===== config.mk =====
export PLATFORM = sky130hd
export DESIGN_NAME = reg_writeback_queue
export DESIGN_NICKNAME = d
export VERILOG_FILES = /design/src/rtl/reg_wb_pkg.sv /design/src/rtl/reg_wb_fifo.sv /design/src/rtl/reg_writeback_queue.sv
export SDC_FILE = /design/constraint.sdc
export NUM_CORES = 1
export LEC_CHECK = 0
export CORE_MARGIN = 2
export CORE_UTILIZATION = 58
export CTS_CLUSTER_DIAMETER = 60
export DETAILED_ROUTE_END_ITERATION = 12
export HOLD_SLACK_MARGIN = 0.1
export PLACE_DENSITY = 0.89
export SYNTH_ARGS = -nofsm -noshare
export SYNTH_HDL_FRONTEND = slang
export SYNTH_HIERARCHICAL = 1
export SYNTH_SLANG_ARGS = --single-unit

===== constraint.sdc =====
create_clock -name CLK -period 7.23 [get_ports CLK]
set_clock_uncertainty 0.05 [all_clocks]
set_input_delay 0.723 -clock CLK [delete_from_list [all_inputs] [get_ports CLK]]
set_output_delay 0.723 -clock CLK [all_outputs]
set_load 0.02 [all_outputs]

===== src/rtl/reg_wb_pkg.sv =====
// Shared types for the register-file writeback queue: default widths, queue entry, arbiter source.
package reg_wb_pkg;

    localparam int WB_ADDR_W = 5;
    localparam int WB_DATA_W = 32;

    typedef struct packed {
        logic [WB_ADDR_W-1:0] addr;
        logic [WB_DATA_W-1:0] data;
    } wb_entry_t;

    typedef enum logic {
        SRC_ALU = 1'b0,
        SRC_MEM = 1'b1
    } wb_src_t;

    function automatic wb_src_t other_src(input wb_src_t src);
        return (src == SRC_ALU) ? SRC_MEM : SRC_ALU;
    endfunction

endpackage


===== src/rtl/reg_wb_fifo.sv =====
// DEPTH-entry circular buffer of writeback entries; storage is exposed when WB_FORWARD_EN is defined.
module reg_wb_fifo
    import reg_wb_pkg::*;
#(
    parameter int  DEPTH   = 4,
    parameter type entry_t = wb_entry_t,
    localparam int PTR_W   = $clog2(DEPTH)
) (
    input  logic             CLK,
    input  logic             RESET_N,
    input  logic             push,
    input  entry_t           push_entry,
    input  logic             pop,
    output entry_t           head,
    output logic [PTR_W:0]   count,
    output logic             full
`ifdef WB_FORWARD_EN
    ,
    output entry_t           entries [DEPTH],
    output logic [PTR_W-1:0] head_ptr
`endif
);

    entry_t           mem [DEPTH];
    logic [PTR_W-1:0] rd_ptr;
    logic [PTR_W-1:0] wr_ptr;

    // NOTE: sequential state uses non-blocking assignments so every register samples pre-edge values.
    always_ff @(posedge CLK or negedge RESET_N) begin
        if (!RESET_N) begin
            rd_ptr <= '0;
            wr_ptr <= '0;
            count  <= '0;
        end else begin
            if (push) wr_ptr <= wr_ptr + PTR_W'(1);
            if (pop)  rd_ptr <= rd_ptr + PTR_W'(1);
            if (push && !pop)
                count <= count + (PTR_W+1)'(1);
            else if (pop && !push)
                count <= count - (PTR_W+1)'(1);
        end
    end

    // NOTE: storage is deliberately not reset; count alone decides which slots hold live data.
    always_ff @(posedge CLK) begin
        if (push) mem[wr_ptr] <= push_entry;
    end

    assign head = mem[rd_ptr];
    assign full = (count == (PTR_W+1)'(DEPTH));

`ifdef WB_FORWARD_EN
    assign entries  = mem;
    assign head_ptr = rd_ptr;
`endif

endmodule


===== src/rtl/reg_writeback_queue.sv =====
// Two-producer writeback queue feeding the register-file write port; round-robin arbiter, x0 filter.
// Define WB_FORWARD_EN to add the LOOKUP1/LOOKUP2 forwarding search ports.
module reg_writeback_queue
    import reg_wb_pkg::*;
#(
    parameter int  DEPTH  = 4,
    parameter int  DATA_W = WB_DATA_W,
    parameter int  ADDR_W = WB_ADDR_W,
    localparam int CNT_W  = $clog2(DEPTH) + 1
) (
    input  logic              CLK,
    input  logic              RESET_N,
    input  logic              ALU_VALID,
    output logic              ALU_READY,
    input  logic [ADDR_W-1:0] ALU_ADDRESS,
    input  logic [DATA_W-1:0] ALU_DATA,
    input  logic              MEM_VALID,
    output logic              MEM_READY,
    input  logic [ADDR_W-1:0] MEM_ADDRESS,
    input  logic [DATA_W-1:0] MEM_DATA,
    output logic              WRITE_ENABLE,
    output logic [ADDR_W-1:0] WRITE_ADDRESS,
    output logic [DATA_W-1:0] WRITE_DATA,
    output logic [CNT_W-1:0]  COUNT,
    output logic              EMPTY
`ifdef WB_FORWARD_EN
    ,
    input  logic [ADDR_W-1:0] LOOKUP1_ADDRESS,
    output logic              LOOKUP1_HIT,
    output logic [DATA_W-1:0] LOOKUP1_DATA,
    input  logic [ADDR_W-1:0] LOOKUP2_ADDRESS,
    output logic              LOOKUP2_HIT,
    output logic [DATA_W-1:0] LOOKUP2_DATA
`endif
);

    localparam int PTR_W = CNT_W - 1;

    typedef struct packed {
        logic [ADDR_W-1:0] addr;
        logic [DATA_W-1:0] data;
    } entry_t;

    entry_t           push_entry;
    entry_t           head;
    logic             push;
    logic             pop;
    logic             full;
    logic [CNT_W-1:0] count;
    wb_src_t          rr;

`ifdef WB_FORWARD_EN
    entry_t           entries [DEPTH];
    logic [PTR_W-1:0] head_ptr;
`endif

    reg_wb_fifo #(
        .DEPTH   (DEPTH),
        .entry_t (entry_t)
    ) u_fifo (
        .CLK        (CLK),
        .RESET_N    (RESET_N),
        .push       (push),
        .push_entry (push_entry),
        .pop        (pop),
        .head       (head),
        .count      (count),
        .full       (full)
`ifdef WB_FORWARD_EN
        ,
        .entries    (entries),
        .head_ptr   (head_ptr)
`endif
    );

    // READY is a function of VALIDs, fullness and the RR pointer only, never of this cycle's pop.
    always_comb begin
        // NOTE: every output gets a default first so no path through the block infers a latch.
        ALU_READY = 1'b0;
        MEM_READY = 1'b0;
        if (!full) begin
            if (ALU_VALID && MEM_VALID) begin
                ALU_READY = (rr == SRC_ALU);
                MEM_READY = (rr == SRC_MEM);
            end else begin
                ALU_READY = ALU_VALID;
                MEM_READY = MEM_VALID;
            end
        end
    end

    always_comb begin
        push_entry.addr = MEM_ADDRESS;
        push_entry.data = MEM_DATA;
        push            = MEM_READY && (MEM_ADDRESS != '0);
        if (ALU_READY) begin
            push_entry.addr = ALU_ADDRESS;
            push_entry.data = ALU_DATA;
            push            = (ALU_ADDRESS != '0);
        end
    end

    assign pop = (count != '0);

    always_ff @(posedge CLK or negedge RESET_N) begin
        if (!RESET_N)
            rr <= SRC_ALU;
        else if (ALU_VALID && MEM_VALID && !full)
            rr <= other_src(rr);
    end

    // WRITE_ADDRESS/WRITE_DATA hold their last value while the queue is idle.
    always_ff @(posedge CLK or negedge RESET_N) begin
        if (!RESET_N) begin
            WRITE_ENABLE  <= 1'b0;
            WRITE_ADDRESS <= '0;
            WRITE_DATA    <= '0;
        end else begin
            WRITE_ENABLE <= pop;
            if (pop) begin
                WRITE_ADDRESS <= head.addr;
                WRITE_DATA    <= head.data;
            end
        end
    end

    assign COUNT = count;
    assign EMPTY = (count == '0) && !WRITE_ENABLE;

`ifdef WB_FORWARD_EN
    // Oldest to newest: WRITE_* stage first, then queue head to tail; later matches override.
    function automatic logic [DATA_W:0] forward(input logic [ADDR_W-1:0] addr);
        logic             hit;
        logic [DATA_W-1:0] data;
        logic [PTR_W-1:0] idx;
        hit  = 1'b0;
        data = '0;
        if (addr != '0) begin
            if (WRITE_ENABLE && (WRITE_ADDRESS == addr)) begin
                hit  = 1'b1;
                data = WRITE_DATA;
            end
            for (int i = 0; i < DEPTH; i++) begin
                idx = head_ptr + PTR_W'(i);
                if ((CNT_W'(i) < count) && (entries[idx].addr == addr)) begin
                    hit  = 1'b1;
                    data = entries[idx].data;
                end
            end
        end
        return {hit, data};
    endfunction

    always_comb begin
        {LOOKUP1_HIT, LOOKUP1_DATA} = forward(LOOKUP1_ADDRESS);
        {LOOKUP2_HIT, LOOKUP2_DATA} = forward(LOOKUP2_ADDRESS);
    end
`endif

endmodule

==> impl_results.md <==
* # DRC at 0
* Share of the clock period used by the worst path after layout at 51.8%
* Worst slack at placement at 3.04 ns
* Total power density per cell area at 441 mW/mm^2
* Post-Route Setup TNS at 0 ns
* Critical path class: in2reg
* Relative contribution of sequential cells to total power at 43.8%
* Core region area at 0.0131 sq mm
* Die boundary width at 119 um
* Overall overflow remaining after global route at 0
* Commonest cells in the netlist: sky130_fd_sc_hd__edfxtp_1, sky130_fd_sc_hd__mux2_2, sky130_fd_sc_hd__dfrtp_1
* Ys Warns at 6
* DRT Wirelength at 15000 um
* Violation count after the first detailed-routing iteration at 202
* Int Power at 3.00 mW
* I/O Pins at 122
* Post-synthesis instance total at 363
* Via density per instance at 5.69
* Switching share of power at 29.6%
* Antenna cells at 0
* RSZ-0062 raised after global routing: false
* IO buf count at 121
* Pre-Repair DR Iteration Count at 5
* Post-synth EDFFs at 148
* Fraction of synthesized cell area taken by the top area cell type at 57.6%
* Leading register cell type out of synthesis: sky130_fd_sc_hd__edfxtp_1
* Crit path DAT at 3.74 ns
* Syn avg cell area at 21.2 sq um
* Number of clock sinks at 194
* Synth-to-Final Area Change at 25.3%
* Initial standard-cell utilization of the core at 58.9%
* Post-synthesis sequential area ratio at 72.6%
* Routed length per placed instance at 22.2 um
* Result of the run: finished clean
* First-pass GRT wire length at 23200 um
* Minimum clock period at 3.75 ns
* Number of antenna violations at the first check in global routing at 0
* Slew at the pin closest to its max-slew limit at 1.14 ns
* Dominant cell by count in the synthesized netlist: sky130_fd_sc_hd__edfxtp_1
* Crit path required time at 7.22 ns
* Worst ir drop on vdd at 227 uV
* Placer Congestion at 0.697
* Area contributors post-synth: sky130_fd_sc_hd__edfxtp_1, sky130_fd_sc_hd__dfrtp_1, sky130_fd_sc_hd__mux4_2
* Kind of end point of the critical path: flip-flop
* Fin. max-slew vios at 0
* Fraction of final layout cells with drive strength greater than 1 at 30.3%
* CTS H-tree lvls at 4
* Pin count of the biggest net entering global routing at 47
* Async set-or-reset flop fraction in the synthesized netlist at 23.7%
* Lkg Pwr at 3.41 nW
* Clock tree from TritonCTS: yes
* Upper clock frequency limit at 267 MHz
* Crit path max fanout at 39
* Setup bufs post-CTS at 0
* # rows at 42
* Overall routing resource usage at 22.5%
* Clock power share at 22.5%
* Post-route antenna net violation count at 0
* Vias in the first global route at 4141
* Bufs on Longest Clock Path at 2
* #FFs+latches synth at 194
* Total Die Area at 0.0142 sq mm
* Clock root buffer: sky130_fd_sc_hd__clkbuf_16
* Synthesized Nets at 447
* Hold-fix buffers, CTS at 0
* Crit path setup slack, layout at 3.48 ns
* Area of the mapped netlist at 0.00771 sq mm
* Worst-skew pair later-pin latency at 0.43 ns
* NetSw at 1.26 mW
* Via count at 3854
* Type of the worst min-delay path: reg2reg
* Post-DP HPWL at 8850 um
* Total count of hold-check failures in the final report at 0
* Number of gates resized after CTS at 0
* Count of final setup violators at 0
* Num CTS Buffers at 17
* Library cells used by synthesis at 24
* Share of the core filled with cells in the final layout at 73.8%
* MaxCap Viol Count at 0
* Nature of the critical path startpoint: primary input
* Final net count at 572
* Setup slack of the worst register-to-register path at 3.65 ns
* Logic pwr share at 33.6%
* Clk slew on worst S/H paths at 0.06 ns
* Height of the die at 119 um
* Leading area contributor after synthesis: sky130_fd_sc_hd__edfxtp_1
* Worst max-slew margin expressed relative to the limit at 23.9%
## power groups by stage
stage          clock network, mW  logic, mW  registers, mW
4_1_cts                    0.976       1.45           1.88
2_1_floorplan                  0      0.876           1.92
3_5_place_dp                   0       1.43           1.88
3_3_place_gp                   0       1.39           1.85
6_report                   0.960       1.43           1.87
5_1_grt                     1.02       1.52           1.91
## layer usage
layer / vias up / track usage (%) / wire length [um]
met4: 0 / 8.82 / 316
li1: 1689 / - / -
met2: 160 / 37.3 / 7810
met3: 25 / 5.60 / 934
met5: - / 0 / 0
met1: 1980 / 29.1 / 5980
## area by class of cell
type | instances | area [sq um]
sequential | 194 | 5600
inverter | 5 | 18.8
multi-input combinational | 148 | 1990
tap | 176 | 220
timing repair buffer | 122 | 1210
fill | 742 | 3420
clock buffer | 23 | 488
clock inverter | 9 | 129
## cells by family (layout without fill, tap and decap cells)
family	Yosys count	after routing	share of synthesized area (%)
multiplexers	112	112	22.2
AND/OR/NAND/NOR	21	21	1.48
adder cells (fa/ha/maj)	6	6	1.07
buffers and inverters	21	159	1.66
XOR/XNOR	7	7	0.795
flip-flops	194	194	72.6
AO/OA/AOI/OAI	2	2	0.178
## worst max-delay path, cell delays in order
cell	delay [ns]
sky130_fd_sc_hd__clkdlybuf4s50_1	0.47
sky130_fd_sc_hd__nor2b_1	0.20
sky130_fd_sc_hd__nand2_2	0.59
sky130_fd_sc_hd__o2bb2ai_1	0.73
sky130_fd_sc_hd__and2_2	0.98
## stage by stage
step	cell area, sq um	total power, mW	hold slack [ns]	cells
final	9660	4.26	0.454	677
after global routing	9660	4.44	0.476	677
after CTS	9660	4.31	0.460	677
after detailed placement	9040	3.32	0.446	645
after global placement	9040	3.23	0.433	645
after floorplan	7710	2.79	0.377	363
## placed cells by master, fill, tap and decap left out, types with 2 or more instances in the layout
master,instances
sky130_fd_sc_hd__clkdlybuf4s50_1,120
sky130_fd_sc_hd__and2_2,4
sky130_fd_sc_hd__xor2_1,4
sky130_fd_sc_hd__mux4_2,37
sky130_fd_sc_hd__clkinv_2,3
sky130_fd_sc_hd__nor2_1,4
sky130_fd_sc_hd__nand2_1,5
sky130_fd_sc_hd__dfrtp_2,2
sky130_fd_sc_hd__bufinv_16,3
sky130_fd_sc_hd__mux2_2,65
sky130_fd_sc_hd__nor3b_1,2
sky130_fd_sc_hd__mux2_4,10
sky130_fd_sc_hd__nor2b_1,2
sky130_fd_sc_hd__ha_1,5
sky130_fd_sc_hd__clkbuf_16,17
sky130_fd_sc_hd__edfxtp_1,148
sky130_fd_sc_hd__xnor2_1,3
sky130_fd_sc_hd__dfrtp_1,44
sky130_fd_sc_hd__clkinvlp_4,2
sky130_fd_sc_hd__clkbuf_8,4
sky130_fd_sc_hd__inv_1,5
sky130_fd_sc_hd__clkbuf_1,2
## path summary, 6_finish.rpt
path                                        from                 to  cells after the start
worst min-delay path            WRITE_ADDRESS[1]   WRITE_ADDRESS[1]                      1
worst max register to register   u_fifo/count[2]  u_fifo/mem[0][28]                      5
min in group asynchronous                RESET_N      WRITE_DATA[1]                      1
max in group asynchronous                RESET_N   u_fifo/rd_ptr[1]                      1
worst max-delay path                   ALU_VALID  u_fifo/mem[0][28]                      5
worst min register to register  WRITE_ADDRESS[1]   WRITE_ADDRESS[1]                      1
## state kept, by name, summed over array words and instances, names as in the netlist
register	count
u_fifo/count	3
u_fifo/mem	148
u_fifo/rd_ptr	2
u_fifo/wr_ptr	2
WRITE_ENABLE	1
WRITE_ADDRESS	5
WRITE_DATA	32
rr	1
Note: power is estimated with default switching activity, not from simulation.
